### src/rtl/aq_axi_sdma_master_p_if.sv
// AXI4 master bundle for the sdma master: AW/W/B/AR/R channels plus constant sidebands.
interface aq_axi_sdma_master_p_if #(
  parameter int unsigned DATA_W = 64
);
  localparam int unsigned BYTES = DATA_W / 8;

  logic [31:0]       AWADDR;
  logic [7:0]        AWLEN;
  logic [2:0]        AWSIZE;
  logic [1:0]        AWBURST;
  logic              AWVALID;
  logic              AWREADY;
  logic              AWID;
  logic              AWLOCK;
  logic [3:0]        AWCACHE;
  logic [2:0]        AWPROT;
  logic [3:0]        AWQOS;
  logic              AWUSER;

  logic [DATA_W-1:0] WDATA;
  logic [BYTES-1:0]  WSTRB;
  logic              WLAST;
  logic              WVALID;
  logic              WREADY;

  logic [1:0]        BRESP;
  logic              BVALID;
  logic              BREADY;

  logic [31:0]       ARADDR;
  logic [7:0]        ARLEN;
  logic [2:0]        ARSIZE;
  logic [1:0]        ARBURST;
  logic              ARVALID;
  logic              ARREADY;
  logic              ARID;
  logic              ARLOCK;
  logic [3:0]        ARCACHE;
  logic [2:0]        ARPROT;
  logic [3:0]        ARQOS;
  logic              ARUSER;

  logic [DATA_W-1:0] RDATA;
  logic [1:0]        RRESP;
  logic              RLAST;
  logic              RVALID;
  logic              RREADY;

  modport master (
    output AWADDR, AWLEN, AWSIZE, AWBURST, AWVALID, AWID, AWLOCK, AWCACHE, AWPROT, AWQOS,
           AWUSER,
    input  AWREADY,
    output WDATA, WSTRB, WLAST, WVALID,
    input  WREADY,
    input  BRESP, BVALID,
    output BREADY,
    output ARADDR, ARLEN, ARSIZE, ARBURST, ARVALID, ARID, ARLOCK, ARCACHE, ARPROT, ARQOS,
           ARUSER,
    input  ARREADY,
    input  RDATA, RRESP, RLAST, RVALID,
    output RREADY
  );

  modport slave (
    input  AWADDR, AWLEN, AWSIZE, AWBURST, AWVALID, AWID, AWLOCK, AWCACHE, AWPROT, AWQOS,
           AWUSER,
    output AWREADY,
    input  WDATA, WSTRB, WLAST, WVALID,
    output WREADY,
    output BRESP, BVALID,
    input  BREADY,
    input  ARADDR, ARLEN, ARSIZE, ARBURST, ARVALID, ARID, ARLOCK, ARCACHE, ARPROT, ARQOS,
           ARUSER,
    output ARREADY,
    output RDATA, RRESP, RLAST, RVALID,
    input  RREADY
  );
endinterface

### src/rtl/aq_axi_sdma_master_p.sv
// Single-outstanding-burst AXI4 DMA master: FIFO->memory write channel and memory->FIFO read
// channel, each splitting jobs into bursts that never cross a 4KB boundary.
module aq_axi_sdma_master_p #(
  parameter int unsigned DATA_W    = 64,
  parameter int unsigned MAX_BURST = 256,
  parameter int unsigned LVL_W     = 10
) (
  input  logic                  ACLK,
  input  logic                  ARESETN,
  aq_axi_sdma_master_p_if.master m_axi,
  input  logic                  MASTER_RST,
  input  logic                  WR_START,
  input  logic [31:0]           WR_ADRS,
  input  logic [31:0]           WR_LEN,
  output logic                  WR_READY,
  output logic                  WR_INT,
  output logic [1:0]            WR_STATUS,
  output logic                  WR_FIFO_RE,
  input  logic [DATA_W-1:0]     WR_FIFO_DATA,
  input  logic [LVL_W-1:0]      WR_FIFO_LEVEL,
  input  logic                  RD_START,
  input  logic [31:0]           RD_ADRS,
  input  logic [31:0]           RD_LEN,
  output logic                  RD_READY,
  output logic                  RD_INT,
  output logic [1:0]            RD_STATUS,
  output logic                  RD_FIFO_WE,
  output logic [DATA_W-1:0]     RD_FIFO_DATA,
  input  logic [LVL_W-1:0]      RD_FIFO_FREE
);
  localparam int unsigned BYTES = DATA_W / 8;
  localparam int unsigned SH    = $clog2(BYTES);

  // min(MAX_BURST, remaining beats, beats left before the next 4KB boundary)
  function automatic logic [8:0] calc_beats(input logic [31:0] adr, input logic [31:0] rem);
    logic [31:0] n;
    logic [31:0] bnd;
    n   = rem >> SH;
    bnd = (32'd4096 - {20'd0, adr[11:0]}) >> SH;
    if (bnd < n) n = bnd;
    if (32'(MAX_BURST) < n) n = 32'(MAX_BURST);
    return n[8:0];
  endfunction

  typedef enum logic [2:0] {WIdle, WCalc, WGate, WAddr, WData, WResp} wst_e;
  typedef enum logic [2:0] {RIdle, RCalc, RGate, RAddr, RData} rst_e;

  wst_e        w_st_q;
  logic [31:0] w_adr_q, w_rem_q, w_bytes;
  logic [8:0]  w_beats_q, w_cnt_q, w_beats_c;
  logic        w_abort_q, wr_int_q, awvalid_q, wvalid_q, wlast_q, bready_q;
  logic [1:0]  wr_status_q;
  logic [31:0] awaddr_q;
  logic [7:0]  awlen_q;

  rst_e        r_st_q;
  logic [31:0] r_adr_q, r_rem_q, r_bytes;
  logic [8:0]  r_beats_q, r_beats_c;
  logic        r_abort_q, arvalid_q, rready_q;
  logic [1:0]  rd_status_q;
  logic [31:0] araddr_q;
  logic [7:0]  arlen_q;

  assign w_beats_c = calc_beats(w_adr_q, w_rem_q);
  assign r_beats_c = calc_beats(r_adr_q, r_rem_q);
  assign w_bytes   = {23'd0, w_beats_q} << SH;
  assign r_bytes   = {23'd0, r_beats_q} << SH;

  always_ff @(posedge ACLK or negedge ARESETN) begin
    if (!ARESETN) begin
      w_st_q      <= WIdle;
      w_adr_q     <= '0;
      w_rem_q     <= '0;
      w_beats_q   <= '0;
      w_cnt_q     <= '0;
      w_abort_q   <= 1'b0;
      wr_int_q    <= 1'b0;
      wr_status_q <= '0;
      awaddr_q    <= '0;
      awlen_q     <= '0;
      awvalid_q   <= 1'b0;
      wvalid_q    <= 1'b0;
      wlast_q     <= 1'b0;
      bready_q    <= 1'b0;
    end else begin
      wr_int_q <= 1'b0;
      if (MASTER_RST && w_st_q != WIdle) w_abort_q <= 1'b1;
      case (w_st_q)
        WIdle: begin
          if (WR_START && !MASTER_RST) begin
            w_adr_q     <= WR_ADRS;
            w_rem_q     <= WR_LEN;
            wr_status_q <= '0;
            if (WR_LEN == 32'd0) wr_int_q <= 1'b1;
            else                 w_st_q   <= WCalc;
          end
        end
        WCalc: begin
          if (w_abort_q || MASTER_RST) begin
            w_st_q    <= WIdle;
            w_abort_q <= 1'b0;
          end else begin
            w_beats_q <= w_beats_c;
            awaddr_q  <= w_adr_q;
            awlen_q   <= 8'(w_beats_c - 9'd1);
            w_st_q    <= WGate;
          end
        end
        WGate: begin
          if (w_abort_q || MASTER_RST) begin
            w_st_q    <= WIdle;
            w_abort_q <= 1'b0;
          end else if (32'(WR_FIFO_LEVEL) >= 32'(w_beats_q)) begin
            awvalid_q <= 1'b1;
            w_st_q    <= WAddr;
          end
        end
        WAddr: begin
          if (m_axi.AWREADY) begin
            awvalid_q <= 1'b0;
            wvalid_q  <= 1'b1;
            wlast_q   <= (w_beats_q == 9'd1);
            w_cnt_q   <= 9'd1;
            w_st_q    <= WData;
          end
        end
        WData: begin
          if (m_axi.WREADY) begin
            if (wlast_q) begin
              wvalid_q <= 1'b0;
              wlast_q  <= 1'b0;
              bready_q <= 1'b1;
              w_st_q   <= WResp;
            end else begin
              w_cnt_q <= w_cnt_q + 9'd1;
              wlast_q <= (w_cnt_q + 9'd1 == w_beats_q);
            end
          end
        end
        WResp: begin
          if (m_axi.BVALID) begin
            bready_q    <= 1'b0;
            wr_status_q <= wr_status_q | m_axi.BRESP;
            w_adr_q     <= w_adr_q + w_bytes;
            w_rem_q     <= w_rem_q - w_bytes;
            if (w_abort_q || MASTER_RST) begin
              w_st_q    <= WIdle;
              w_abort_q <= 1'b0;
            end else if (w_rem_q == w_bytes) begin
              wr_int_q <= 1'b1;
              w_st_q   <= WIdle;
            end else begin
              w_st_q <= WCalc;
            end
          end
        end
        default: w_st_q <= WIdle;
      endcase
    end
  end

  always_ff @(posedge ACLK or negedge ARESETN) begin
    if (!ARESETN) begin
      r_st_q      <= RIdle;
      r_adr_q     <= '0;
      r_rem_q     <= '0;
      r_beats_q   <= '0;
      r_abort_q   <= 1'b0;
      rd_status_q <= '0;
      araddr_q    <= '0;
      arlen_q     <= '0;
      arvalid_q   <= 1'b0;
      rready_q    <= 1'b0;
    end else begin
      if (MASTER_RST && r_st_q != RIdle) r_abort_q <= 1'b1;
      case (r_st_q)
        RIdle: begin
          if (RD_START && !MASTER_RST) begin
            r_adr_q     <= RD_ADRS;
            r_rem_q     <= RD_LEN;
            rd_status_q <= '0;
            if (RD_LEN != 32'd0) r_st_q <= RCalc;
          end
        end
        RCalc: begin
          if (r_abort_q || MASTER_RST) begin
            r_st_q    <= RIdle;
            r_abort_q <= 1'b0;
          end else begin
            r_beats_q <= r_beats_c;
            araddr_q  <= r_adr_q;
            arlen_q   <= 8'(r_beats_c - 9'd1);
            r_st_q    <= RGate;
          end
        end
        RGate: begin
          if (r_abort_q || MASTER_RST) begin
            r_st_q    <= RIdle;
            r_abort_q <= 1'b0;
          end else if (32'(RD_FIFO_FREE) >= 32'(r_beats_q)) begin
            arvalid_q <= 1'b1;
            r_st_q    <= RAddr;
          end
        end
        RAddr: begin
          if (m_axi.ARREADY) begin
            arvalid_q <= 1'b0;
            rready_q  <= 1'b1;
            r_st_q    <= RData;
          end
        end
        RData: begin
          if (m_axi.RVALID) begin
            rd_status_q <= rd_status_q | m_axi.RRESP;
            // RLAST closes the burst regardless of how many beats were counted
            if (m_axi.RLAST) begin
              rready_q <= 1'b0;
              r_adr_q  <= r_adr_q + r_bytes;
              r_rem_q  <= r_rem_q - r_bytes;
              if (r_abort_q || MASTER_RST) begin
                r_st_q    <= RIdle;
                r_abort_q <= 1'b0;
              end else if (r_rem_q == r_bytes) begin
                r_st_q <= RIdle;
              end else begin
                r_st_q <= RCalc;
              end
            end
          end
        end
        default: r_st_q <= RIdle;
      endcase
    end
  end

  assign m_axi.AWADDR  = awaddr_q;
  assign m_axi.AWLEN   = awlen_q;
  assign m_axi.AWSIZE  = 3'(SH);
  assign m_axi.AWBURST = 2'b01;
  assign m_axi.AWVALID = awvalid_q;
  assign m_axi.AWID    = 1'b0;
  assign m_axi.AWLOCK  = 1'b0;
  assign m_axi.AWCACHE = 4'b0011;
  assign m_axi.AWPROT  = 3'b000;
  assign m_axi.AWQOS   = 4'b0000;
  assign m_axi.AWUSER  = 1'b1;
  assign m_axi.WDATA   = WR_FIFO_DATA;
  assign m_axi.WSTRB   = '1;
  assign m_axi.WLAST   = wlast_q;
  assign m_axi.WVALID  = wvalid_q;
  assign m_axi.BREADY  = bready_q;

  assign m_axi.ARADDR  = araddr_q;
  assign m_axi.ARLEN   = arlen_q;
  assign m_axi.ARSIZE  = 3'(SH);
  assign m_axi.ARBURST = 2'b01;
  assign m_axi.ARVALID = arvalid_q;
  assign m_axi.ARID    = 1'b0;
  assign m_axi.ARLOCK  = 1'b0;
  assign m_axi.ARCACHE = 4'b0011;
  assign m_axi.ARPROT  = 3'b000;
  assign m_axi.ARQOS   = 4'b0000;
  assign m_axi.ARUSER  = 1'b1;
  assign m_axi.RREADY  = rready_q;

  assign WR_READY     = (w_st_q == WIdle);
  assign WR_INT       = wr_int_q;
  assign WR_STATUS    = wr_status_q;
  assign WR_FIFO_RE   = wvalid_q & m_axi.WREADY;

  assign RD_READY     = (r_st_q == RIdle);
  assign RD_STATUS    = rd_status_q;
  // Beats of an aborted burst are drained from the bus but never reach the FIFO
  assign RD_FIFO_WE   = rready_q & m_axi.RVALID & ~r_abort_q;
  assign RD_FIFO_DATA = m_axi.RDATA;
  assign RD_INT       = (r_st_q == RData) & m_axi.RVALID & m_axi.RLAST & ~r_abort_q &
                        ~MASTER_RST & (r_rem_q == r_bytes);
endmodule

### src/flat_wrapper.sv
// flat-port wrapper written by rule: the top's interface ports become plain ports
module aq_axi_sdma_master_p_flat 
#(
  parameter int unsigned DATA_W    = 64,
  parameter int unsigned MAX_BURST = 256,
  parameter int unsigned LVL_W     = 10
)
  (ACLK, ARESETN, MASTER_RST, WR_START, WR_ADRS, WR_LEN, WR_READY, WR_INT, WR_STATUS, WR_FIFO_RE, WR_FIFO_DATA, WR_FIFO_LEVEL, RD_START, RD_ADRS, RD_LEN, RD_READY, RD_INT, RD_STATUS, RD_FIFO_WE, RD_FIFO_DATA, RD_FIFO_FREE, m_axi_AWADDR, m_axi_AWLEN, m_axi_AWSIZE, m_axi_AWBURST, m_axi_AWVALID, m_axi_AWID, m_axi_AWLOCK, m_axi_AWCACHE, m_axi_AWPROT, m_axi_AWQOS, m_axi_AWUSER, m_axi_AWREADY, m_axi_WDATA, m_axi_WSTRB, m_axi_WLAST, m_axi_WVALID, m_axi_WREADY, m_axi_BRESP, m_axi_BVALID, m_axi_BREADY, m_axi_ARADDR, m_axi_ARLEN, m_axi_ARSIZE, m_axi_ARBURST, m_axi_ARVALID, m_axi_ARID, m_axi_ARLOCK, m_axi_ARCACHE, m_axi_ARPROT, m_axi_ARQOS, m_axi_ARUSER, m_axi_ARREADY, m_axi_RDATA, m_axi_RRESP, m_axi_RLAST, m_axi_RVALID, m_axi_RREADY);
  aq_axi_sdma_master_p_if #(.DATA_W(DATA_W)) m_axi_i ();
  input  logic ACLK;
  input  logic ARESETN;
  input  logic MASTER_RST;
  input  logic WR_START;
  input  logic [31:0] WR_ADRS;
  input  logic [31:0] WR_LEN;
  output logic WR_READY;
  output logic WR_INT;
  output logic [1:0] WR_STATUS;
  output logic WR_FIFO_RE;
  input  logic [DATA_W-1:0] WR_FIFO_DATA;
  input  logic [LVL_W-1:0] WR_FIFO_LEVEL;
  input  logic RD_START;
  input  logic [31:0] RD_ADRS;
  input  logic [31:0] RD_LEN;
  output logic RD_READY;
  output logic RD_INT;
  output logic [1:0] RD_STATUS;
  output logic RD_FIFO_WE;
  output logic [DATA_W-1:0] RD_FIFO_DATA;
  input  logic [LVL_W-1:0] RD_FIFO_FREE;
  output wire logic [$bits(m_axi_i.AWADDR)-1:0] m_axi_AWADDR;
  output wire logic [$bits(m_axi_i.AWLEN)-1:0] m_axi_AWLEN;
  output wire logic [$bits(m_axi_i.AWSIZE)-1:0] m_axi_AWSIZE;
  output wire logic [$bits(m_axi_i.AWBURST)-1:0] m_axi_AWBURST;
  output wire logic [$bits(m_axi_i.AWVALID)-1:0] m_axi_AWVALID;
  output wire logic [$bits(m_axi_i.AWID)-1:0] m_axi_AWID;
  output wire logic [$bits(m_axi_i.AWLOCK)-1:0] m_axi_AWLOCK;
  output wire logic [$bits(m_axi_i.AWCACHE)-1:0] m_axi_AWCACHE;
  output wire logic [$bits(m_axi_i.AWPROT)-1:0] m_axi_AWPROT;
  output wire logic [$bits(m_axi_i.AWQOS)-1:0] m_axi_AWQOS;
  output wire logic [$bits(m_axi_i.AWUSER)-1:0] m_axi_AWUSER;
  input wire logic [$bits(m_axi_i.AWREADY)-1:0] m_axi_AWREADY;
  output wire logic [$bits(m_axi_i.WDATA)-1:0] m_axi_WDATA;
  output wire logic [$bits(m_axi_i.WSTRB)-1:0] m_axi_WSTRB;
  output wire logic [$bits(m_axi_i.WLAST)-1:0] m_axi_WLAST;
  output wire logic [$bits(m_axi_i.WVALID)-1:0] m_axi_WVALID;
  input wire logic [$bits(m_axi_i.WREADY)-1:0] m_axi_WREADY;
  input wire logic [$bits(m_axi_i.BRESP)-1:0] m_axi_BRESP;
  input wire logic [$bits(m_axi_i.BVALID)-1:0] m_axi_BVALID;
  output wire logic [$bits(m_axi_i.BREADY)-1:0] m_axi_BREADY;
  output wire logic [$bits(m_axi_i.ARADDR)-1:0] m_axi_ARADDR;
  output wire logic [$bits(m_axi_i.ARLEN)-1:0] m_axi_ARLEN;
  output wire logic [$bits(m_axi_i.ARSIZE)-1:0] m_axi_ARSIZE;
  output wire logic [$bits(m_axi_i.ARBURST)-1:0] m_axi_ARBURST;
  output wire logic [$bits(m_axi_i.ARVALID)-1:0] m_axi_ARVALID;
  output wire logic [$bits(m_axi_i.ARID)-1:0] m_axi_ARID;
  output wire logic [$bits(m_axi_i.ARLOCK)-1:0] m_axi_ARLOCK;
  output wire logic [$bits(m_axi_i.ARCACHE)-1:0] m_axi_ARCACHE;
  output wire logic [$bits(m_axi_i.ARPROT)-1:0] m_axi_ARPROT;
  output wire logic [$bits(m_axi_i.ARQOS)-1:0] m_axi_ARQOS;
  output wire logic [$bits(m_axi_i.ARUSER)-1:0] m_axi_ARUSER;
  input wire logic [$bits(m_axi_i.ARREADY)-1:0] m_axi_ARREADY;
  input wire logic [$bits(m_axi_i.RDATA)-1:0] m_axi_RDATA;
  input wire logic [$bits(m_axi_i.RRESP)-1:0] m_axi_RRESP;
  input wire logic [$bits(m_axi_i.RLAST)-1:0] m_axi_RLAST;
  input wire logic [$bits(m_axi_i.RVALID)-1:0] m_axi_RVALID;
  output wire logic [$bits(m_axi_i.RREADY)-1:0] m_axi_RREADY;
  assign m_axi_AWADDR = m_axi_i.AWADDR;
  assign m_axi_AWLEN = m_axi_i.AWLEN;
  assign m_axi_AWSIZE = m_axi_i.AWSIZE;
  assign m_axi_AWBURST = m_axi_i.AWBURST;
  assign m_axi_AWVALID = m_axi_i.AWVALID;
  assign m_axi_AWID = m_axi_i.AWID;
  assign m_axi_AWLOCK = m_axi_i.AWLOCK;
  assign m_axi_AWCACHE = m_axi_i.AWCACHE;
  assign m_axi_AWPROT = m_axi_i.AWPROT;
  assign m_axi_AWQOS = m_axi_i.AWQOS;
  assign m_axi_AWUSER = m_axi_i.AWUSER;
  assign m_axi_i.AWREADY = m_axi_AWREADY;
  assign m_axi_WDATA = m_axi_i.WDATA;
  assign m_axi_WSTRB = m_axi_i.WSTRB;
  assign m_axi_WLAST = m_axi_i.WLAST;
  assign m_axi_WVALID = m_axi_i.WVALID;
  assign m_axi_i.WREADY = m_axi_WREADY;
  assign m_axi_i.BRESP = m_axi_BRESP;
  assign m_axi_i.BVALID = m_axi_BVALID;
  assign m_axi_BREADY = m_axi_i.BREADY;
  assign m_axi_ARADDR = m_axi_i.ARADDR;
  assign m_axi_ARLEN = m_axi_i.ARLEN;
  assign m_axi_ARSIZE = m_axi_i.ARSIZE;
  assign m_axi_ARBURST = m_axi_i.ARBURST;
  assign m_axi_ARVALID = m_axi_i.ARVALID;
  assign m_axi_ARID = m_axi_i.ARID;
  assign m_axi_ARLOCK = m_axi_i.ARLOCK;
  assign m_axi_ARCACHE = m_axi_i.ARCACHE;
  assign m_axi_ARPROT = m_axi_i.ARPROT;
  assign m_axi_ARQOS = m_axi_i.ARQOS;
  assign m_axi_ARUSER = m_axi_i.ARUSER;
  assign m_axi_i.ARREADY = m_axi_ARREADY;
  assign m_axi_i.RDATA = m_axi_RDATA;
  assign m_axi_i.RRESP = m_axi_RRESP;
  assign m_axi_i.RLAST = m_axi_RLAST;
  assign m_axi_i.RVALID = m_axi_RVALID;
  assign m_axi_RREADY = m_axi_i.RREADY;
  aq_axi_sdma_master_p #(.DATA_W(DATA_W), .MAX_BURST(MAX_BURST), .LVL_W(LVL_W)) u_core (.ACLK(ACLK), .ARESETN(ARESETN), .m_axi(m_axi_i), .MASTER_RST(MASTER_RST), .WR_START(WR_START), .WR_ADRS(WR_ADRS), .WR_LEN(WR_LEN), .WR_READY(WR_READY), .WR_INT(WR_INT), .WR_STATUS(WR_STATUS), .WR_FIFO_RE(WR_FIFO_RE), .WR_FIFO_DATA(WR_FIFO_DATA), .WR_FIFO_LEVEL(WR_FIFO_LEVEL), .RD_START(RD_START), .RD_ADRS(RD_ADRS), .RD_LEN(RD_LEN), .RD_READY(RD_READY), .RD_INT(RD_INT), .RD_STATUS(RD_STATUS), .RD_FIFO_WE(RD_FIFO_WE), .RD_FIFO_DATA(RD_FIFO_DATA), .RD_FIFO_FREE(RD_FIFO_FREE));
endmodule
### config.mk
export PLATFORM = sky130hd
export DESIGN_NAME = aq_axi_sdma_master_p_flat
export DESIGN_NICKNAME = d
export VERILOG_FILES = /design/src/rtl/aq_axi_sdma_master_p_if.sv /design/src/rtl/aq_axi_sdma_master_p.sv /design/src/flat_wrapper.sv
export SDC_FILE = /design/constraint.sdc
export NUM_CORES = 1
export LEC_CHECK = 0
export BUFFER_PORTS_ARGS = -buffer_cell sky130_fd_sc_hd__clkbuf_2
export CAP_MARGIN = 30
export CORE_AREA = 4 4 214 216
export CTS_CLUSTER_SIZE = 12
export DETAILED_ROUTE_END_ITERATION = 6
export DIE_AREA = 0 0 218 220
export GPL_ROUTABILITY_DRIVEN = 0
export PLACE_DENSITY_LB_ADDON = 0.1
export REMOVE_ABC_BUFFERS = 1
export SLEW_MARGIN = 20
export SYNTH_ARGS = -nofsm -noshare
export SYNTH_HDL_FRONTEND = slang
export SYNTH_SLANG_ARGS = --single-unit
### constraint.sdc
create_clock -name ACLK -period 11.6 [get_ports ACLK]
set_input_delay 2.32 -clock ACLK [delete_from_list [all_inputs] [get_ports ACLK]]
set_output_delay 2.32 -clock ACLK [all_outputs]
set_load 0.01 [all_outputs]
==> results of run 1 <==
[final cells by class]
cell class / instances / share of cell area, %
Clock buffer: 54 / 5.787
Clock inverter: 7 / 0.1975
Inverter: 74 / 1.462
Multi-Input combinational cell: 1512 / 47.55
Sequential cell: 254 / 33.45
Tap cell: 592 / 3.898
Timing Repair Buffer: 278 / 7.657
[power breakdown]
group          total [mW]  switching (mW)  internal [mW]
clock network        1.08           0.427          0.649
registers            1.77           0.471           1.30
logic                2.69            1.63           1.06
total                5.54            2.52           3.01
[worst min-delay path: stages, from the launching register on]
cell	delay, ns
dfrtp_1	0.34
nand2_1	0.05
nand2_1	0.05
[how the worst max path moves through the flow]
| stage | from | to | slack (ns) | cells past startpoint |
|---|---|---|---|---|
| 5_1_grt | MASTER_RST | RD_INT | 5.28 | 7 |
| 3_3_place_gp | MASTER_RST | RD_INT | 5.35 | 7 |
| 4_1_cts | MASTER_RST | RD_INT | 5.35 | 7 |
| 6_report | MASTER_RST | RD_INT | 5.34 | 7 |
| 2_1_floorplan | m_axi_RLAST | RD_INT | 4.24 | 5 |
| 3_5_place_dp | MASTER_RST | RD_INT | 5.35 | 7 |
[cell usage after synthesis (38+ instances only)]
| cell | n | area [um2] |
|---|---|---|
| nand2_1 | 293 | 1100 |
| dfrtp_1 | 254 | 6356 |
| nor2_1 | 191 | 716.9 |
| buf_4 | 174 | 1306 |
| a21oi_1 | 131 | 655.6 |
| o21ai_0 | 123 | 615.6 |
| clkbuf_1 | 81 | 304.0 |
| ha_1 | 75 | 938.4 |
| inv_1 | 74 | 277.8 |
| nor3_1 | 52 | 260.3 |
| nand3_1 | 44 | 220.2 |
| nor4_1 | 38 | 237.7 |
[cells in the final DEF (no fill, tap or decap), types with 7 or more instances in the layout]
cell,instances
o21ai_1,16
o22a_1,19
nand2b_1,15
clkbuf_8,11
and3_1,30
or4_1,10
xnor2_1,31
clkbuf_16,37
a41oi_1,8
a21o_1,21
nor4_1,37
nand4_1,25
inv_1,74
dfrtp_1,254
or3_1,23
a21oi_1,131
and2_1,10
a311oi_1,9
nor2b_1,19
buf_4,19
conb_1,46
nor2_1,190
or2_2,7
nand3_1,42
o211ai_1,11
a31oi_1,35
ha_1,75
clkbuf_2,257
o21ai_0,123
xor2_1,20
nor3_1,51
mux2_2,31
o21a_1,13
o22ai_1,33
a211oi_1,18
nand2_1,291
o31ai_1,8
[per-stage QoR]
step           cells  setup slack [ns]
2_1_floorplan   1840             4.242
6_report        2771             5.338
4_1_cts         2771             5.348
5_1_grt         2771             5.280
3_3_place_gp    2709             5.352
3_5_place_dp    2710             5.353
[sequential cells by signal (all words and copies together) (netlist names), 2 cells and up]
name                 cells
u_core.WR_STATUS         2
u_core.r_adr_q          32
u_core.w_cnt_q           9
u_core.r_rem_q          32
u_core.m_axi.AWLEN       8
u_core.w_st_q            3
u_core.m_axi.AWADDR     32
u_core.m_axi.ARADDR     32
u_core.w_beats_q         9
u_core.RD_STATUS         2
u_core.w_rem_q          32
u_core.w_adr_q          32
u_core.m_axi.ARLEN       8
u_core.r_beats_q         9
u_core.r_st_q            3
[logic make-up (layout without fill, tap and decap cells)]
kind of cell | Yosys count | after routing | share of synthesized area [%]
AND/OR/NAND/NOR | 778 | 778 | 20.97
AO/OA/AOI/OAI | 521 | 521 | 19.61
buffers and inverters | 341 | 413 | 11.33
flip-flops | 254 | 254 | 37.10
adder cells (fa/ha/maj) | 79 | 79 | 5.946
XOR/XNOR | 51 | 51 | 2.608
multiplexers | 37 | 37 | 2.388
other | 2 | 46 | 0.04384
[per-layer routing]
layer  global-route usage [%]  share of wire [%]  wire (um)
met5                    9.375               0.81        661
met4                    18.47                6.6       5413
met3                    30.63                 22      17690
met2                    45.20                 39      32070
met1                    32.76                 32      26100
==> run metrics, run 1 <==
post-route ant nets 0; worst slew pin tran ~0.96 ns; top_reg_cell synth dfrtp_1; status complete, no violations; vias per cell ~5.7; CP required approximately 9.3 ns; Pwr Total around 5.5 mW; Inserted Diodes 0; Reg-to-Reg Start u_core.w_adr_q[3]$_DFFE_PN0P_; worst hold path type flop to flop; CTS Sinks 254; cell with the most instances on the worst path clkbuf_2; Vias ~16000; Residual DRC 0; CTS tree done; WL/cell 29.57 um; LEAKAGE 8.623 nW; ys async rst share 100.0%; clock transition at the registers of the reported paths approximately 0.050 ns; share of cells above drive strength 1 roughly 18%; final core occ 43.26%; CTS Hold Bufs 0; final WL 81.94 mm; Max Clock Freq 159.7 MHz; Post-CTS Setup Bufs 0; buffers added on ports approximately 260; PwrDens just under 300 mW/mm2; Crit Path Max Fanout 13; Die Width 218 um; DR iter-0 viols approximately 1200; Mean Syn Cell Area a little over 8 um2; Starting Density 38.99%; Post-synth EDFFs 0; worst hold slack between 0.4 and 0.5 ns; post-synthesis sequential area ratio between 30% and 40%; crit-path max cell delay around 0.49 ns; synth unique cells a little over 80; number of antenna violations at the first check in global routing 2; Slew headroom 35.80%; setup TNS 0 ns; Post-Syn Area about 0.017 mm2; Crit path max-delay family simple AND/OR/NAND/NOR gates; CTS buffer count 34; register area between 0.006 and 0.007 mm2; R2R setup slack ~6.1 ns; first-pass GRT wire length ~110 mm; reg-to-reg endpoint u_core.m_axi.AWLEN[4]$_DFFE_PN0P_; Hold Path Origin u_core.m_axi.AWADDR[5]$_DFFE_PN0P_; vias in the first global route 14950; Area Growth Syn to Fin 10.94%; clock tree buffer depth 3; crit-path cells clkbuf_2 > nand2b_1 > a22o_1 > nor3_2 > nand2_1 > nor4_1 > clkbuf_2; CP Capture Type primary output; Ports 561; final instance area roughly 0.019 mm2; DR pass1 iterations 5; Overall Global Routing Usage around 33%; Hold Vio Cnt, Final 0; WHS Endpoint u_core.m_axi.AWADDR[5]$_DFFE_PN0P_; r2r worst-path depth 19; Worst Hold Path Cells 2; fin nets 2524; fill count between 4000 and 5000; Die Y about 220 um; crit path launch type primary input; final setup fails 0; Core Area about 0.044 mm2; row count between 70 and 80; peak supply drop between 100 and 150 uV; Post-Syn Instances a little over 2000; Clock Tree Root clkbuf_16; crit path DAT roughly 4 ns; Ys Warns 0; Max Cap Viol 0; Max Slew Vio Count 0; CTS H-tree lvls 2; CP max-delay cell nor4_1; Multi-input gate area around 0.009 mm2; CP Class primary input to primary output; die area around 0.048 mm2; Buf/Inv on CP 2; clk_lat worst skew between 0.5 and 0.6 ns; skew final between 0.015 and 0.02 ns; cts repair resizes 0; Tcrit/Tclk final a little over half; largest net degree at the start of global routing 76; hpwl dp around 67 mm; RSZ-0062 raised after global routing false; number of synthesized register bits approximately 250; Final Critical Period roughly 6.3 ns; GRT overflow 0; placed inst area ~0.018 mm2
(Power assumes the default switching activity.)
==> inputs of run 2 (changes only) <==
- ABC_AREA: unset -> 1
- CORE_AREA: 4 4 214 216 -> 4 4 219 221
- DIE_AREA: 0 0 218 220 -> 0 0 223 225
- clock period: 11.6 -> 6.1 ns (I/O delays scaled with it)
==> run 2 against run 1 <==
Compared with the run above:
- clock power increased by 87%
- synthesized cell count increased by 15%
- setup slack got worse by 3.8 ns
- core utilization decreased by 1.0 points
- cell area increased by 2.5%
==> run metrics, run 2 <==
P_int about 5.6 mW; PwrDens roughly 550 mW/mm2; crit path DAT 4.99 ns; largest net degree at the start of global routing 110; post-synthesis sequential area ratio 36.19%; final instance area between 0.015 and 0.02 mm2; ys async rst share between 90% and 100%; Crit path max-delay family simple AND/OR/NAND/NOR gates; Synth Area in XOR/XNOR about 3.4%; Max Cap Viol 0; Starting Density a little under two fifths; post-route setup slack approximately 1.5 ns; final setup fails 0; compound-cell area share of the yosys netlist between 15 and 20%; placed inst area approximately 0.018 mm2; skew final between 0.03 and 0.04 ns; Slew headroom a little over a third; post-route ant nets 0; Multi-input gate area 0.008767 mm2; Post-Syn Area between 0.015 and 0.02 mm2; CP max-delay cell dfrtp_1; Residual DRC 0; pre-CTS setup slack about 1.6 ns; crit path launch type flop; CTS H-tree lvls 2; cts repair resizes 0; Post-synth EDFFs 0; hpwl dp 68.34 mm; final core occ a little over two fifths; die area 0.05018 mm2; CTS buffer count 35; Synth area leader dfrtp_1; Switch Pwr 5.078 mW; CTS Hold Bufs 0; simple-gate area share of the yosys netlist approximately 22%; fill count approximately 4800; largest cells by area after synthesis dfrtp_1, nand2_1, o21ai_0; WL/cell 26.60 um; CTS tree done; Mean Syn Cell Area about 7.4 um2; sequential share of power between 20 and 30%; crit-path max cell delay approximately 0.4 ns; Vias 16600; worst hold path type flop to flop; CTS Sinks about 250; mux contribution to synthesized area less than 1%; Crit Path Max Fanout 14; DR iter-0 viols ~1200; RSZ-0062 raised after global routing false; final WL 82.78 mm; Die Width around 220 um; peak supply drop around 260 uV; vias per cell roughly 5.3; Combinational Power Share between 50 and 60%; main combinational cell family by area after synthesis simple AND/OR/NAND/NOR gates; worst slew pin tran approximately 0.97 ns; Hold Vio Cnt, Final 0; most frequent cells in the layout nand2_1, inv_1, o21ai_0, clkbuf_2, dfrtp_1; CP required around 6.5 ns; LEAKAGE 9.527 nW; Synth Area in Adders between 5 and 6%; Ports roughly 560; top_reg_cell synth dfrtp_1; Final Critical Period 4.559 ns; worst hold slack between 0.4 and 0.5 ns; Die Y approximately 230 um; Inst Count DP between 3000 and 4000; Core Area 0.04616 mm2; DR pass1 iterations 5; synth unique cells 60; clock network fraction of total power between 10% and 20%; fin nets between 2000 and 3000; post-synth top area share 36.19%; commonest non-fill, non-tap cell in the layout nand2_1; status complete, no violations; Clock Tree Root clkbuf_16; Final Non-Filler Cells ~3100; cell with the most instances after synthesis nand2_1; first-pass GRT wire length roughly 120 mm; CP Class flop to flop; buffers added on ports around 260; clock transition at the registers of the reported paths ~0.060 ns; Post-CTS Setup Bufs 0; clock tree buffer depth 3; switching share of power a little under half; vias in the first global route 15790; number of synthesized register bits 254; setup TNS 0 ns; Ys Warns 0; Post-Syn Instances 2367; Overall Global Routing Usage between 30% and 40%; clk_lat worst skew approximately 0.57 ns; register area 0.006356 mm2; GRT overflow 0; synth cell count leaders nand2_1, inv_1, o21ai_0, dfrtp_1, nor2_1; number of antenna violations at the first check in global routing 1; Area Growth Syn to Fin 10.95%; Max Clock Freq 219.3 MHz; Pwr Total between 10 and 15 mW; CP Capture Type flop; Buf/Inv on CP 3; cell with the most instances on the worst path nand2_1; Tcrit/Tclk final between 70% and 80%; Max Slew Vio Count 0; row count 79; share of cells above drive strength 1 15.34%
run 2: final timing paths:
check	start	endpoint	slack (ns)	depth (start not counted)
worst min-delay path	u_core.w_rem_q[1]$_DFFE_PN0P_	u_core.w_rem_q[1]$_DFFE_PN0P_	0.48	2
worst max register to register	u_core.w_adr_q[0]$_DFFE_PN0P_	u_core.m_axi.AWLEN[4]$_DFFE_PN0P_	1.54	26
worst min register to register	u_core.w_rem_q[1]$_DFFE_PN0P_	u_core.w_rem_q[1]$_DFFE_PN0P_	0.48	2
worst max-delay path	u_core.w_adr_q[0]$_DFFE_PN0P_	u_core.m_axi.AWLEN[4]$_DFFE_PN0P_	1.54	26
min in group asynchronous	ARESETN	u_core.r_adr_q[17]$_DFFE_PN0P_	0.54	1
max in group asynchronous	ARESETN	u_core.r_rem_q[19]$_DFFE_PN0P_	4.51	2
run 2: cells by family after synthesis:
kind of cell,after synthesis
compound gates,533
xor+xnor,68
fa+ha+maj,79
buf+inv,520
flops,254
mux,1
other cells,2
simple gates,910
run 2: worst register-to-register path: cells and delay by family, from the launching register on:
| family | cells | cell delay [ns] |
|---|---|---|
| fa+ha+maj | 2 | 0.54 |
| simple gates | 19 | 2.79 |
| flops | 1 | 0.40 |
| compound gates | 2 | 0.43 |
| buf+inv | 3 | 0.26 |
run 2: power groups by stage:
stage	clock (mW)	combinational, mW	sequential (mW)
after floorplan	0	3.72	3.11
after global placement	0	5.35	3.17
after detailed placement	0	5.42	3.18
after CTS	2.06	5.45	3.16
after global routing	2.12	6.20	3.28
final	2.02	5.47	3.17
run 2: cell type report:
cell class                 instances  share of cell area (%)
antenna                            1                 0.01284
multi-input combinational       1637                   44.99
clock inverter                     9                  0.3082
clock buffer                      52                   5.335
sequential                       254                   32.62
timing repair buffer             276                   7.525
tap                              607                   3.897
inverter                         276                   5.316
run 2: layer usage:
metal	global-route usage [%]	vias to the layer above	routed length [um]
li1	-	7910	-
met1	33.13	7701	28720
met4	11.57	10	3671
met3	29.00	128	16560
met2	45.47	853	33120
met5	9.677	-	710
==> inputs of run 3 (changes only) <==
- CORE_AREA: 4 4 219 221 -> 4 4 217 219
- DIE_AREA: 0 0 223 225 -> 0 0 221 223
- clock period: 6.1 -> 3.9 ns (I/O delays scaled with it)
==> run 3 against run 2 <==
Compared with the run above:
- die area is 1.8% lower
- flip-flop and latch count stayed put
- register-to-register slack worse by 1.3 ns
- sequential power is 56% higher
- critical endpoint is now RD_INT
- largest cell class unchanged
- largest power group unchanged
==> run metrics, run 3 (synthesis results as in run 2) <==
CTS H-tree lvls 2; CTS tree done; status complete, no violations; Ports about 560; WL/cell 26.37 um; peak supply drop ~330 uV; share of cells above drive strength 1 between 10% and 20%; Clock Tree Root clkbuf_16; row count 78; hpwl dp 68.82 mm; Global Route met3 Usage between 20% and 30%; CTS Sinks about 250; Hold Vio Cnt, Final 0; Reg-to-Reg Start u_core.w_adr_q[6]$_DFFE_PN0P_; Crit Path Max Fanout 4; Most Crowded Layer GR met2; LEAKAGE 9.699 nW; Vias between 15000 and 20000; DR pass1 iterations 6; Slew headroom 37.73%; end point of the critical path RD_INT; post-route ant nets 0; post-route setup slack approximately 0.21 ns; Area Growth Syn to Fin 13.13%; crit path launch type flop; vias in the first global route approximately 16000; setup TNS 0 ns; worst hold slack ~0.22 ns; clock tree buffer depth 3; R2R setup slack around 0.27 ns; commonest non-fill, non-tap cell in the layout nand2_1; clock transition at the registers of the reported paths roughly 0.060 ns; RSZ-0062 raised after global routing true; worst setup path startpoint u_core.r_beats_q[7]$_DFFE_PN0P_; crit path DAT 2.91 ns; Inst Count DP ~3000; Max Slew Vio Count 0; Overall Global Routing Usage between 30 and 40%; GR Layer Usage met2 between 40 and 50%; CP Class flop to primary output; reg-to-reg endpoint u_core.m_axi.AWLEN[4]$_DFFE_PN0P_; CTS Hold Bufs 0; DR iter-0 viols roughly 1200; CP Capture Type primary output; clk_lat worst skew 0.55 ns; Residual DRC 0; Die Width between 200 and 250 um; largest net degree at the start of global routing 110; Starting Density approximately two fifths; skew final around 0.023 ns; final core occ 44.07%; CP required roughly 3.1 ns; fill count 4704; pre-CTS setup slack -0.02827 ns; GRT overflow 0; first-pass GRT wire length 115.8 mm; buffers added on ports 258; fin nets roughly 2900; Core Area between 0.04 and 0.05 mm2; Inserted Diodes 0; Max Clock Freq between 200 and 300 MHz; Max Cap Viol 0; Tcrit/Tclk final around 95%; CTS buffer count 35; grt met1 use between 30% and 40%; final setup fails 0; final WL between 80 and 90 mm; PwrDens approximately 860 mW/mm2; number of antenna violations at the first check in global routing 3; worst slew pin tran about 0.93 ns; Final Non-Filler Cells approximately 3100; Die Y around 220 um; vias per cell between 5 and 6; die area approximately 0.05 mm2; Final Critical Period between 3 and 4 ns; most frequent cells in the layout nand2_1, o21ai_0, inv_1, clkbuf_2, dfrtp_1; worst hold path type primary input to asynchronous set/reset pin; r2r worst-path depth 26
run 3: final cells by class:
| cell class | instances | area (um2) | area share (%) |
|---|---|---|---|
| clock buffer | 53 | 1055 | 5.308 |
| clock inverter | 6 | 95.09 | 0.4786 |
| inverter | 276 | 1036 | 5.214 |
| multi-input combinational | 1637 | 8872 | 44.65 |
| sequential | 254 | 6356 | 31.99 |
| tap | 600 | 750.7 | 3.778 |
| timing repair buffer | 304 | 1705 | 8.583 |
run 3: how the worst min path moves through the flow:
stage / start / to / slack, ns / cells past startpoint
floorplan: u_core.r_rem_q[2]$_DFFE_PN0P_ / u_core.r_rem_q[2]$_DFFE_PN0P_ / 0.44 / 2
global placement: u_core.r_rem_q[0]$_DFFE_PN0P_ / u_core.r_rem_q[0]$_DFFE_PN0P_ / 0.46 / 2
detailed placement: u_core.r_rem_q[0]$_DFFE_PN0P_ / u_core.r_rem_q[0]$_DFFE_PN0P_ / 0.46 / 2
CTS: ARESETN / u_core.m_axi.ARADDR[18]$_DFFE_PN0P_ / 0.23 / 1
global route: ARESETN / u_core.m_axi.ARADDR[20]$_DFFE_PN0P_ / 0.25 / 1
finish: ARESETN / u_core.m_axi.ARADDR[18]$_DFFE_PN0P_ / 0.22 / 1
run 3: metrics by stage:
stage	power, mW	cell area (um2)
2_1_floorplan	10.69	16140
3_3_place_gp	13.52	18540
3_5_place_dp	13.62	18540
4_1_cts	17.00	19700
5_1_grt	18.63	19870
6_report	17.11	19870
run 3: routing by layer:
layer	share of wire (%)	wire length [um]	up-vias
met5	0.61	502	-
met4	6.4	5248	12
met3	20	16200	137
met2	39	32450	823
met1	34	28160	7658
li1	-	-	7946
run 3: repair_timing:
action	CTS	global route
setup endpoints to repair	3	19
pin swaps	0	15
resized for setup	3	33
buffers inserted	0	5
run 3: power breakdown:
group	internal [mW]	leakage, nW	switching, mW
clock network	1.99	0.565	1.27
registers	3.89	3.15	1.05
logic	3.21	5.98	5.70
run 3: critical path, stage by stage (launching register included):
cell and delay, ns:
dfrtp_1 0.40, inv_1 0.12, ha_1 0.37, nand2_1 0.14, nor3_1 0.19, nand4_1 0.11
nor3_1 0.18, nand3_1 0.17, nor3_1 0.44, clkbuf_2 0.24
